### src/rtl/uart_pkg.sv
// Shared definitions for the UART transmit path: sequencer states,
// mode-byte field positions and baud divisors used by the serializer.
package uart_pkg;

  typedef enum logic [2:0] {
    IDLE     = 3'd0,
    FETCH    = 3'd1,
    WAIT_MEM = 3'd2,
    WAIT_CTS = 3'd3,
    SEND     = 3'd4,
    WAIT_TX  = 3'd5,
    FINISH   = 3'd6
  } seq_state_t;

  localparam int MODE_BAUD_HI   = 7;
  localparam int MODE_BAUD_LO   = 6;
  localparam int MODE_STOP_ONE  = 5;
  localparam int MODE_PAR_SENSE = 1;
  localparam int MODE_PAR_EN    = 0;

  // Divisors for a 100 MHz bit clock: 9600, 19200, 38400, 115200 baud.
  localparam logic [13:0] BAUD_DIV_9600   = 14'd10416;
  localparam logic [13:0] BAUD_DIV_19200  = 14'd5208;
  localparam logic [13:0] BAUD_DIV_38400  = 14'd2604;
  localparam logic [13:0] BAUD_DIV_115200 = 14'd868;

  function automatic logic [13:0] baud_divisor(input logic [1:0] sel);
    case (sel)
      2'd0:    return BAUD_DIV_9600;
      2'd1:    return BAUD_DIV_19200;
      2'd2:    return BAUD_DIV_38400;
      default: return BAUD_DIV_115200;
    endcase
  endfunction

endpackage

### src/rtl/cts_timeout_counter.sv
// Loadable down-counter bounding the time spent waiting for CTS;
// expired is high while the count sits at zero.
module cts_timeout_counter #(
  parameter int W = 16
) (
  input  logic         clk,
  input  logic         rst,
  input  logic         load,
  input  logic [W-1:0] load_val,
  input  logic         en,
  output logic         expired
);

  localparam logic [W-1:0] ONE = {{(W-1){1'b0}}, 1'b1};

  logic [W-1:0] count;

  always_ff @(posedge clk) begin
    if (rst) begin
      count <= '0;
    end else if (load) begin
      count <= load_val;
    end else if (en && !expired) begin
      count <= count - ONE;
    end
  end

  assign expired = (count == '0);

endmodule

### src/rtl/uart_tx_sequencer.sv
// Walks the Tx serializer through a burst of bytes from memory, running the
// RTS/CTS handshake and holding the operating mode fixed for the burst.
//
// state    | meaning
// IDLE     | waiting for GO
// FETCH    | read strobe for the current byte
// WAIT_MEM | memory data arrives, captured into TX_DATA
// WAIT_CTS | waiting for the receiver, bounded by CTS_TIMEOUT
// SEND     | one-cycle start pulse to the serializer
// WAIT_TX  | byte in flight until TX_DONE
// FINISH   | end-of-burst pulse, RTS released
module uart_tx_sequencer
  import uart_pkg::*;
#(
  parameter int ADDR_W      = 8,
  parameter int CNT_W       = 16,
  parameter int CTS_TIMEOUT = 50000
) (
  input  logic              Clock,
  input  logic              Reset,
  input  logic              GO,
  input  logic              ABORT,
  input  logic [ADDR_W-1:0] BASE_ADDR,
  input  logic [CNT_W-1:0]  PKT_COUNT,
  input  logic [7:0]        MODE_IN,
  output logic [ADDR_W-1:0] MEM_ADDR,
  output logic              MEM_RD,
  input  logic [7:0]        MEM_DATA,
  output logic              TX_START,
  output logic [7:0]        TX_DATA,
  output logic [7:0]        TX_MODE,
  input  logic              TX_DONE,
  input  logic              CTS,
  output logic              RTS,
  output logic              BUSY,
  output logic              DONE,
  output logic              ERR_TIMEOUT,
  output logic [CNT_W-1:0]  SENT_COUNT
);

  localparam int                 TO_W     = $clog2(CTS_TIMEOUT + 1);
  localparam logic [TO_W-1:0]    TO_LOAD  = TO_W'(CTS_TIMEOUT - 1);
  localparam logic [CNT_W-1:0]   CNT_ONE  = {{(CNT_W-1){1'b0}}, 1'b1};
  localparam logic [ADDR_W-1:0]  ADDR_ONE = {{(ADDR_W-1){1'b0}}, 1'b1};

  seq_state_t       state, state_nx;
  logic [CNT_W-1:0] remaining;
  logic             cts_expired;
  logic             last_byte;

  assign last_byte = (remaining == CNT_ONE);

  // The counter is armed while the byte is being read, so it is full on entry to WAIT_CTS.
  cts_timeout_counter #(.W(TO_W)) u_cts_timeout (
    .clk      (Clock),
    .rst      (Reset),
    .load     (state == WAIT_MEM),
    .load_val (TO_LOAD),
    .en       (state == WAIT_CTS),
    .expired  (cts_expired)
  );

  always_ff @(posedge Clock) begin
    if (Reset) state <= IDLE;
    else       state <= state_nx;
  end

  always_comb begin
    state_nx = state;
    unique case (state)
      IDLE:     if (GO) state_nx = (PKT_COUNT == '0) ? FINISH : FETCH;
      FETCH:    state_nx = ABORT ? FINISH : WAIT_MEM;
      WAIT_MEM: state_nx = ABORT ? FINISH : WAIT_CTS;
      WAIT_CTS: begin
        if (ABORT)            state_nx = FINISH;
        else if (CTS)         state_nx = SEND;
        else if (cts_expired) state_nx = FINISH;
      end
      SEND:     state_nx = WAIT_TX;
      WAIT_TX:  if (TX_DONE) state_nx = (last_byte || ABORT) ? FINISH : FETCH;
      FINISH:   state_nx = IDLE;
      default:  state_nx = IDLE;
    endcase
  end

  always_comb begin
    MEM_RD   = 1'b0;
    TX_START = 1'b0;
    RTS      = 1'b0;
    BUSY     = 1'b1;
    DONE     = 1'b0;
    case (state)
      IDLE:  BUSY = 1'b0;
      FETCH: begin
        MEM_RD = 1'b1;
        RTS    = 1'b1;
      end
      WAIT_MEM, WAIT_CTS, WAIT_TX: RTS = 1'b1;
      SEND: begin
        TX_START = !Reset;
        RTS      = 1'b1;
      end
      FINISH:  DONE = 1'b1;
      default: BUSY = 1'b0;
    endcase
  end

  always_ff @(posedge Clock) begin
    if (Reset) begin
      MEM_ADDR    <= '0;
      TX_DATA     <= '0;
      TX_MODE     <= '0;
      ERR_TIMEOUT <= 1'b0;
      SENT_COUNT  <= '0;
      remaining   <= '0;
    end else begin
      case (state)
        IDLE: begin
          if (GO) begin
            ERR_TIMEOUT <= 1'b0;
            SENT_COUNT  <= '0;
            if (PKT_COUNT != '0) begin
              MEM_ADDR  <= BASE_ADDR;
              remaining <= PKT_COUNT;
              TX_MODE   <= MODE_IN;
            end
          end
        end
        WAIT_MEM: TX_DATA <= MEM_DATA;
        WAIT_CTS: begin
          if (!ABORT && !CTS && cts_expired) ERR_TIMEOUT <= 1'b1;
        end
        WAIT_TX: begin
          if (TX_DONE) begin
            SENT_COUNT <= SENT_COUNT + CNT_ONE;
            remaining  <= remaining - CNT_ONE;
            MEM_ADDR   <= MEM_ADDR + ADDR_ONE;
          end
        end
        default: ;
      endcase
    end
  end

endmodule

### config.mk
export PLATFORM = sky130hd
export DESIGN_NAME = uart_tx_sequencer
export DESIGN_NICKNAME = d
export VERILOG_FILES = /design/src/rtl/uart_pkg.sv /design/src/rtl/cts_timeout_counter.sv /design/src/rtl/uart_tx_sequencer.sv
export SDC_FILE = /design/constraint.sdc
export NUM_CORES = 1
export LEC_CHECK = 0
export ABC_AREA = 1
export BUFFER_PORTS_ARGS = -buffer_cell sky130_fd_sc_hd__buf_2
export CAP_MARGIN = 20
export CORE_MARGIN = 2
export CORE_UTILIZATION = 40
export CTS_CLUSTER_DIAMETER = 50
export CTS_CLUSTER_SIZE = 25
export DETAILED_ROUTE_END_ITERATION = 7
export MAX_ROUTING_LAYER = met4
export PLACE_DENSITY = 0.58
export SETUP_SLACK_MARGIN = 0.02
export SYNTH_ARGS = -nofsm -noshare
export SYNTH_HDL_FRONTEND = slang
export SYNTH_SLANG_ARGS = --single-unit
### constraint.sdc
create_clock -name Clock -period 3.87 [get_ports Clock]
set_input_delay 0.5805 -clock Clock [delete_from_list [all_inputs] [get_ports Clock]]
set_output_delay 0.5805 -clock Clock [all_outputs]
set_load 0.02 [all_outputs]
### Word-level counts from Yosys, hierarchy flattened

Index checks and enable logic that the tools add are counted.

* output and inout port bits: 46
* register bits: 76
* logic and storage cells: 79
* input port bits: 46

* equal/unequal tests: 12
* add/sub/neg operators: 4
* reduce and logical (&&, ||, !) cells: 23
* muxes and demuxes: 31

Operator list (count)
* two-way mux 16 bit: 7
* case mux 16 bit (2 select lines): 2
* logical NOT 16 bit: 2
* subtractor 16 x 1 -> 16 bit (second input constant): 2
* two-way mux 3 bit: 9
* two-way mux 8 bit: 3
* case mux 3 bit (6 select lines): 1
* adder 16 x 1 -> 16 bit (second input constant): 1
* == test 16 x 1 -> 1 bit (second input constant): 1
* case mux 8 bit (2 select lines): 1
* nonzero test 16 bit: 1
* AND reduction 3 bit: 4
* == test 3 bit (second input constant): 3
* adder 8 x 1 -> 8 bit (second input constant): 1
* != test 2 bit (second input constant): 4
* two-way mux 1 bit: 7
* == test 3 x 2 -> 1 bit (second input constant): 2
* nonzero test 2 bit: 3
* OR reduction 6 bit: 1
* OR reduction 5 bit: 1
* logical NOT 1 bit: 4
* != test 4 bit (second input constant): 1
* AND reduction 4 bit: 1
* == test 3 x 1 -> 1 bit (second input constant): 1
* other kinds (5): 7

### Longest topological paths before layout

Gate-level depths: netlist (run 1).

* word-level depth: 5
* mapped depth: 12
* gate-level depth less buffers: 12

### Hierarchy

A second synthesis (run 1) with hierarchy kept.

* cells, all modules: 774
* area total of the unflattened synthesis: 4679.5 um^2

Modules (own cells, without submodules)
* uart_tx_sequencer: instances 1, area each 3484.6 um^2, cells an instance 562, seq. area each 1201.2 um^2
* cts_timeout_counter: instances 1, area each 1194.9 um^2, cells an instance 212, seq. area each 320.3 um^2

### Worst setup path before layout (run 1)

Ideal clock, no wire load.

* kind: input to output
* start: in Reset
* end: out TX_START
* data required time: 3.289 ns
* arrival time: 1.269 ns
* buffers on the path: 2
* stages on the path: 3
* slack: 2.020 ns
* path through: clkbuf_1 > clkbuf_1 > nor2_1

* longest elaborated chain between the ends: 2

Ends and longest elaborated chain
* from (decl): line uart_tx_sequencer.sv:20 `input logic Reset,`
* logical NOT 1 bit: line uart_tx_sequencer.sv:100 `TX_START = !Reset;`
* two-way mux 1 bit: line uart_tx_sequencer.sv:92 `case (state)`
* to (decl): line uart_tx_sequencer.sv:29 `output logic TX_START,`

Every way passes these cells.

### Final worst setup path (run 1)

* start: reg state[0]
* end: reg remaining[4]

* longest elaborated chain between the ends: 3
* elaborated cells between the ends (all ways): 8
* those cells by class: 4 x eq/ne; 1 x mux; 3 x reduce/logical

Ends and longest elaborated chain
* from (decl): line uart_tx_sequencer.sv:46 `seq_state_t state, state_nx;`
* from (signal assigned): line uart_tx_sequencer.sv:65 `else state <= state_nx;`
* == test 3 bit or logical NOT 3 bit (tied branches): line uart_tx_sequencer.sv:117 `case (state)`
* != test 2 bit (no source line) or nonzero test 2 bit (tied branches)
* AND reduction 4 bit (no source line)
* to (signal assigned): line uart_tx_sequencer.sv:136 `remaining <= remaining - CNT_ONE;`
* to (decl): line uart_tx_sequencer.sv:47 `logic [CNT_W-1:0] remaining;`

Several ways; a longest one is shown, not always the timed one.
A chain may end at the register's enable or synchronous reset.

==> summary.md, run 1 <==
| Metric | Value |
|---|---|
| Minimum setup slack among reg-to-reg paths | `1.23 ns` |
| Resized cells post-CTS | `0` |
| Crit path largest cell delay | `0.58 ns` |
| Htree depth | `3` |
| Crit-path cells | `nand3_4 -> inv_2 -> nand2_1 -> nand2_2 -> nor2_8 -> nand2_4 -> inv_2 -> o21ai_0 -> nor2_1` |
| Hold Startpoint | `TX_MODE[6]$_SDFFE_PP0P_` |
| Worst path bufs/invs | `2` |
| First-pass GRT wire length | `19100 um` |
| Most used DFF post-synth | `dfxtp_1` |
| Crit Reg-Reg Startpoint | `state[0]$_SDFFE_PP0P_` |
| Die X | `109 um` |
| Area leader, netlist | `dfxtp_1` |
| All-Layer GR Usage | `0.207` |
| RD Place Congestion | `0.908` |
| Post-CTS Hold Buffers | `0` |
| Cells on Worst Hold Path | `2` |
| Vias per cell | `4.99` |
| Rel. slew slack | `0.411` |
| Clock share of power | `0.158` |
| Crit Path Max Fanout | `36` |
| Seq pwr share | `0.309` |
| Initial DRC count | `216` |
| Hold slack final | `0.449 ns` |
| Synth unique cells | `37` |
| Area of the core | `10800 um^2` |
| Sw Pwr | `1.91 mW` |
| Post-Syn Instances | `709` |
| Initial Utilization | `0.410` |
| Die Y | `109 um` |
| Gr ovfl total | `0` |
| Largest cells by area after synthesis | `dfxtp_1, nand2_1, nor2_1` |
| Hold/Removal Path Class | `reg -> reg` |
| Vias in the first global route | `4211` |
| Final Power | `3.79 mW` |
| Via count | `4662` |
| FF-to-FF End | `remaining[4]$_SDFFE_PP0P_` |
| Final period utilization | `0.682` |
| Die area | `11900 um^2` |
| Post-Route WL | `11500 um` |
| Worst skew pair latency | `0.36 ns` |
| Drt pass-1 iters | `4` |
| Sequential share of the synthesized area | `0.344` |
| I/O pin count | `92` |
| Startpoint types | `flip-flop` |
| Cell-internal power | `1.88 mW` |
| Setup Skew | `0.0111 ns` |
| DRC Markers | `0` |
| FFs w/ async S/R, synth | `0` |
| LEAKAGE | `2.44 nW` |
| WL/cell | `12.3 um` |
| Fin. max-slew vios | `0` |
| Post-synth EDFFs | `0` |
| Final Hold Fails | `0` |
| Syn_nets | `760` |
| Unrepaired setup endpoints after global routing | `false` |
| Clk slew on worst S/H paths | `0.09 ns` |
| Count leader, synth | `nand2_1` |
| Cell Rows | `38` |
| Hold Path Sink | `TX_MODE[6]$_SDFFE_PP0P_` |
| PD cells | `739 nW/um^2` |
| Largest net degree at the start of global routing | `37` |
| Area grow syn2layout | `16.0%` |
| Slew @ Worst Pin | `0.882 ns` |
| Largest delay contributor family on the critical path | `simple AND/OR/NAND/NOR gates` |
| Yosys Warn Count | `0` |
| Share of cells above drive strength 1 | `0.162` |
| Avg Inst Size Synth | `6.24 um^2` |
| Run status | `complete, no violations` |
| Tmin final | `2.64 ns` |
| IO Port Bufs | `91` |
| Max Freq | `0.379 GHz` |
| Area share of the largest cell type after synthesis | `0.344` |
| Detailed placement HPWL | `8380 um` |
| Core Util, Final | `0.475` |
| Worst path most repeated cell | `inv_2` |
| Initial antenna violation count | `0` |
| Synth cell count leaders | `nand2_1, nor2_1, dfxtp_1` |
| CTS root buf | `clkbuf_8` |
| Setup tns final | `0 ns` |
| Maximum VDD drop | `320 uV` |
| Longest Clk Path Bufs | `2` |
| CTS tree | `done` |
| Switching share of total power | `0.504` |
| Sink Count | `76` |
| Antenna-violating nets left | `0` |
| Worst path slowest cell | `inv_2` |
| Ant diodes | `0` |
| Clock buffer count from CTS | `9` |
| Setup repair bufs after CTS | `0` |
| CP Data Arrival Time | `2.89 ns` |
| Endpoints failing setup | `0` |
| NumNets Final | `840` |
| Post-synthesis sequential element count | `76` |
| Max-Cap Viols | `0` |
| Crit Path Category | `reg -> reg` |
| Worst Setup End Kind | `flip-flop` |
| R2R depth | `9` |
| Gate power share | `0.533` |
| Synth Cell Area | `4420 um^2` |
| WP data required | `4.12 ns` |
how the worst max path moves through the flow:
stage | startpoint | end | slack, ns | cells past startpoint
2_1_floorplan | Reset | TX_START | 2.02 | 3
6_report | state[0]$_SDFFE_PP0P_ | remaining[4]$_SDFFE_PP0P_ | 1.23 | 9
4_1_cts | state[0]$_SDFFE_PP0P_ | remaining[4]$_SDFFE_PP0P_ | 1.19 | 9
3_3_place_gp | state[0]$_SDFFE_PP0P_ | remaining[4]$_SDFFE_PP0P_ | 1.31 | 9
5_1_grt | state[0]$_SDFFE_PP0P_ | MEM_ADDR[5]$_SDFFE_PP0P_ | 0.87 | 10
3_5_place_dp | state[0]$_SDFFE_PP0P_ | remaining[4]$_SDFFE_PP0P_ | 1.20 | 9
per-layer routing:
| metal | global-route usage | share of wire |
|---|---|---|
| met5 | - | 0 |
| met4 | 0.0476 | 0.0089 |
| met3 | 0.0436 | 0.051 |
| met2 | 0.322 | 0.43 |
| met1 | 0.275 | 0.51 |
worst min-delay path, cell delays in order (launching register included):
cell	delay (ns)
dfxtp_1	0.32
inv_1	0.05
a21oi_1	0.05
through the flow:
step           instance area (um^2)  setup WS, ns  cells
2_1_floorplan                  4420          2.02    709
3_3_place_gp                   4940          1.31    918
3_5_place_dp                   4940          1.20    918
4_1_cts                        5130          1.19    934
5_1_grt                        5130         0.875    934
6_report                       5130          1.23    934
placed cells by master (no fill, tap or decap), types with 3 or more instances in the layout:
cell type,count
a21oi_1,66
buf_2,91
clkbuf_8,9
dfxtp_1,76
ha_1,5
inv_1,71
inv_2,4
inv_6,3
nand2_1,196
nand3_1,52
nand4_1,13
nor2_1,108
nor2_2,3
nor3_1,6
o21a_1,3
o21ai_0,41
o21bai_1,4
or2_2,5
xnor2_1,3
xor2_1,7
area by class of cell:
class | count | area (um^2)
sequential | 76 | 1520
timing repair buffer | 93 | 470
fill | 1144 | 5660
inverter | 75 | 282
clock buffer | 9 | 124
clock inverter | 7 | 65.1
tap | 140 | 175
multi-input combinational | 534 | 2490
power groups by stage:
stage	registers [mW]	logic, mW	clock network [mW]
after floorplan	1.24	1.56	0
after global placement	1.18	2.00	0
after CTS	1.17	2.03	0.617
after detailed placement	1.18	2.03	0
after global routing	1.20	2.33	0.654
final	1.17	2.02	0.599
state kept, by name (all words and copies together) (netlist names):
name and count:
ERR_TIMEOUT 1, MEM_ADDR 8, SENT_COUNT 16, TX_DATA 8
TX_MODE 8, remaining 16, state 3, u_cts_timeout.count 16
cell families after synthesis:
family	after synthesis	synth area share
DFF	76	0.344
buffers and inverters	99	0.0922
AOI/OAI and AO/OA	122	0.145
and+or+nand+nor	397	0.384
xor gates and xnor gates	10	0.0198
adders and majority gates	5	0.0141
No activity file was read; power rests on OpenSTA's default activity.
==> inputs of run 2 (changes only) <==
--- a/config.mk
+++ b/config.mk
@@ -5,7 +5,7 @@
 export SDC_FILE = /design/constraint.sdc
 export NUM_CORES = 1
 export LEC_CHECK = 0
-export ABC_AREA = 1
+export ABC_AREA = 0
 export BUFFER_PORTS_ARGS = -buffer_cell sky130_fd_sc_hd__buf_2
 export CAP_MARGIN = 20
 export CORE_MARGIN = 2
@@ -14,7 +14,7 @@
 export CTS_CLUSTER_SIZE = 25
 export DETAILED_ROUTE_END_ITERATION = 7
 export MAX_ROUTING_LAYER = met4
-export PLACE_DENSITY = 0.58
+export PLACE_DENSITY = 0.62
 export SETUP_SLACK_MARGIN = 0.02
 export SYNTH_ARGS = -nofsm -noshare
 export SYNTH_HDL_FRONTEND = slang
==> constraint.sdc (replaced) <==
create_clock -name Clock -period 2.2 [get_ports Clock]
set_input_delay 0.33 -clock Clock [delete_from_list [all_inputs] [get_ports Clock]]
set_output_delay 0.33 -clock Clock [all_outputs]
set_load 0.02 [all_outputs]
==> run 2 against run 1 <==
Net effect:
- non-clock buffer count increased by 21
- synthesized cell count decreased by 29%
- power increased by 12%
- largest power group is now sequential cells
- setup slack got worse by 1.1 ns
- clock skew decreased by 0.0016 ns
- sequential power increased by 44%
- hold slack got worse by 0.25 ns
- largest cell class unchanged
- critical path type unchanged
- register-to-register slack got worse by 1.1 ns
- cell count decreased by 21%
- die area decreased by 10%
- first-iteration DRC count increased by 35%
- highest routed layer unchanged
- clock power increased by 59%
==> summary.md, run 2 <==
| Metric | Value |
|---|---|
| Fillers | `975 (was 1144)` |
| Final Instance Area | `4810 um^2 (was 5130 um^2)` |
| Antenna-violating nets left | `0 (unchanged)` |
| First-pass GRT wire length | `16800 um (was 19100 um)` |
| Ant diodes | `0 (unchanged)` |
| Worst skew pair latency | `0.36 ns (about the same)` |
| Run status | `complete, no violations (unchanged)` |
| WL/cell | `13.8 um (was 12.3 um)` |
| Post-CTS Hold Buffers | `0 (unchanged)` |
| Die Y | `103 um (was 109 um)` |
| Post-Syn Instances | `502 (was 709)` |
| Clk slew on worst S/H paths | `0.08 ns (was 0.09 ns)` |
| Rel. slew slack | `0.562 (was 0.411)` |
| Sequential share of the synthesized area | `0.385 (was 0.344)` |
| Post-synth EDFFs | `0 (unchanged)` |
| Max Freq | `0.491 GHz (was 0.379 GHz)` |
| Die X | `103 um (was 109 um)` |
| Final period utilization | `0.926 (was 0.682)` |
| Setup repair bufs after CTS | `0 (unchanged)` |
| Resized cells post-CTS | `0 (unchanged)` |
| Most frequent cells in the layout | `buf_2, dfxtp_1, nand2_1 (was nand2_1, nor2_1, buf_2)` |
| Cell Rows | `36 (was 38)` |
| Setup Skew | `0.00942 ns (was 0.0111 ns)` |
| NumNets Final | `649 (was 840)` |
| Vias in the first global route | `3611 (was 4211)` |
| Clock share of power | `0.224 (was 0.158)` |
| Final Hold Fails | `0 (unchanged)` |
| Post-synthesis sequential element count | `76 (unchanged)` |
| Biggest regs | `SENT_COUNT: 16 flops, remaining: 16 flops, u_cts_timeout.count: 16 flops (unchanged)` |
| Sw Pwr | `1.64 mW (was 1.91 mW)` |
| RD Place Congestion | `0.899 (was 0.908)` |
| Most common cell after layout, fill and taps aside | `buf_2 (was nand2_1)` |
| Count leader, synth | `dfxtp_1 (was nand2_1)` |
| Initial Utilization | `0.408 (was 0.410)` |
| CP Data Arrival Time | `2.32 ns (was 2.89 ns)` |
| Detailed placement HPWL | `7490 um (was 8380 um)` |
| I/O pin count | `92 (unchanged)` |
| Setup tns final | `0 ns (unchanged)` |
| All-Layer GR Usage | `0.203 (was 0.207)` |
| Largest net degree at the start of global routing | `50 (was 37)` |
| PD cells | `882 nW/um^2 (was 739 nW/um^2)` |
| Area leader, netlist | `dfxtp_1 (unchanged)` |
| Area share of the largest cell type after synthesis | `0.385 (was 0.344)` |
| Via count | `3931 (was 4662)` |
| Post-DP Area | `4640 um^2 (was 4940 um^2)` |
| Die area | `10700 um^2 (was 11900 um^2)` |
| CTS root buf | `clkbuf_8 (unchanged)` |
| Endpoints failing setup | `0 (unchanged)` |
| IO Port Bufs | `91 (unchanged)` |
| Drt pass-1 iters | `4 (unchanged)` |
| Tmin final | `2.04 ns (was 2.64 ns)` |
| Initial antenna violation count | `0 (unchanged)` |
| Area of the core | `9680 um^2 (was 10800 um^2)` |
| Synth Cell Area | `3950 um^2 (was 4420 um^2)` |
| Largest cells by area after synthesis | `dfxtp_1, a21oi_1, nand2_1 (was dfxtp_1, nand2_1, nor2_1)` |
| Clock buffer count from CTS | `9 (unchanged)` |
| Worst Setup End Kind | `flip-flop (unchanged)` |
| Hold slack final | `0.202 ns (was 0.449 ns)` |
| LEAKAGE | `1.95 nW (was 2.44 nW)` |
| Maximum VDD drop | `346 uV (was 320 uV)` |
| Switching share of total power | `0.387 (was 0.504)` |
| Share of cells above drive strength 1 | `0.232 (was 0.162)` |
| Vias per cell | `5.34 (was 4.99)` |
| WP data required | `2.48 ns (was 4.12 ns)` |
| Cell-internal power | `2.60 mW (was 1.88 mW)` |
| Crit Path Max Fanout | `8 (was 36)` |
| Synth unique cells | `60 (was 37)` |
| Synth cell count leaders | `dfxtp_1, nand2_1, a21oi_1 (was nand2_1, nor2_1, dfxtp_1)` |
| Hold/Removal Path Class | `in -> reg (was reg -> reg)` |
| Gate power share | `0.378 (was 0.533)` |
| Slew @ Worst Pin | `0.656 ns (was 0.882 ns)` |
| Max-Cap Viols | `0 (unchanged)` |
| Yosys Warn Count | `0 (unchanged)` |
| Fin. max-slew vios | `0 (unchanged)` |
| DRC Markers | `0 (unchanged)` |
| Gr ovfl total | `0 (unchanged)` |
| Avg Inst Size Synth | `7.87 um^2 (was 6.24 um^2)` |
| Htree depth | `3 (unchanged)` |
| Syn_nets | `553 (was 760)` |
| Initial DRC count | `291 (was 216)` |
| Seq pwr share | `0.398 (was 0.309)` |
| Post-Route WL | `10100 um (was 11500 um)` |
| Area grow syn2layout | `21.8% (was 16.0%)` |
| Crit Path Category | `reg -> reg (unchanged)` |
| CTS tree | `done (unchanged)` |
| FFs w/ async S/R, synth | `0 (unchanged)` |
| Most used DFF post-synth | `dfxtp_1 (unchanged)` |
| Unrepaired setup endpoints after global routing | `false (unchanged)` |
| Longest Clk Path Bufs | `2 (unchanged)` |
| Sink Count | `76 (unchanged)` |
| Startpoint types | `flip-flop (unchanged)` |
[run 2: logic make-up (layout without fill, tap and decap cells)]
group / count (synthesis) / after routing / synth area share
multiplexers: 9 / 9 / 0.0228
AND/OR/NAND/NOR: 216 / 216 / 0.279
AO/OA/AOI/OAI: 135 / 135 / 0.211
adder cells (fa/ha/maj): 5 / 5 / 0.0158
buffers and inverters: 41 / 142 / 0.0415
XOR/XNOR: 20 / 20 / 0.0443
flip-flops: 76 / 76 / 0.385
[run 2: worst paths after layout]
check	cells past startpoint	slack, ns	from	endpoint
worst max-delay path	5	0.16	u_cts_timeout.count[6]$_SDFFE_PP0P_	u_cts_timeout.count[11]$_SDFFE_PP0P_
worst max register to register	5	0.16	u_cts_timeout.count[6]$_SDFFE_PP0P_	u_cts_timeout.count[11]$_SDFFE_PP0P_
worst min register to register	2	0.45	ERR_TIMEOUT$_SDFFE_PP0P_	ERR_TIMEOUT$_SDFFE_PP0P_
worst min-delay path	3	0.20	MODE_IN[4]	TX_MODE[4]$_SDFFE_PP0P_
[run 2: area by class of cell]
| type | instances | area (um^2) | area share |
|---|---|---|---|
| Clock buffer | 11 | 141 | 0.0294 |
| Clock inverter | 5 | 27.5 | 0.00572 |
| Inverter | 12 | 45.0 | 0.00936 |
| Multi-Input combinational cell | 385 | 2270 | 0.472 |
| Sequential cell | 76 | 1520 | 0.316 |
| Tap cell | 133 | 166 | 0.0346 |
| Timing Repair Buffer | 114 | 641 | 0.133 |
[run 2: critical path, cell delays in order (launching register included)]
cell	delay, ns
dfxtp_1	0.35
or4_1	0.70
nor3_4	0.34
nand3_2	0.13
or3_1	0.32
a21oi_1	0.14
[run 2: per-stage QoR]
stage / util / setup slack [ns] / cells / total power, mW
global route: 0.497 / 0.0644 / 736 / 4.55
CTS: 0.497 / 0.162 / 736 / 4.28
detailed placement: 0.479 / 0.186 / 720 / 3.32
finish: 0.497 / 0.163 / 736 / 4.24
global placement: 0.479 / 0.224 / 720 / 3.30
floorplan: - / 0.239 / 502 / 2.79
[run 2: power groups by stage]
stage | Clock (mW) | Combinational [mW] | Sequential, mW
4_1_cts | 0.982 | 1.61 | 1.69
5_1_grt | 1.05 | 1.78 | 1.72
3_3_place_gp | 0 | 1.59 | 1.71
3_5_place_dp | 0 | 1.60 | 1.72
6_report | 0.951 | 1.60 | 1.69
2_1_floorplan | 0 | 1.04 | 1.75
[run 2: layer usage]
layer  share of wire  GRT usage  vias to the layer above
met5               0          -                        -
met3           0.052     0.0316                       11
li1                -          -                     2002
met1            0.47      0.269                     1826
met2            0.47      0.315                       92
met4           0.012     0.0729                        0
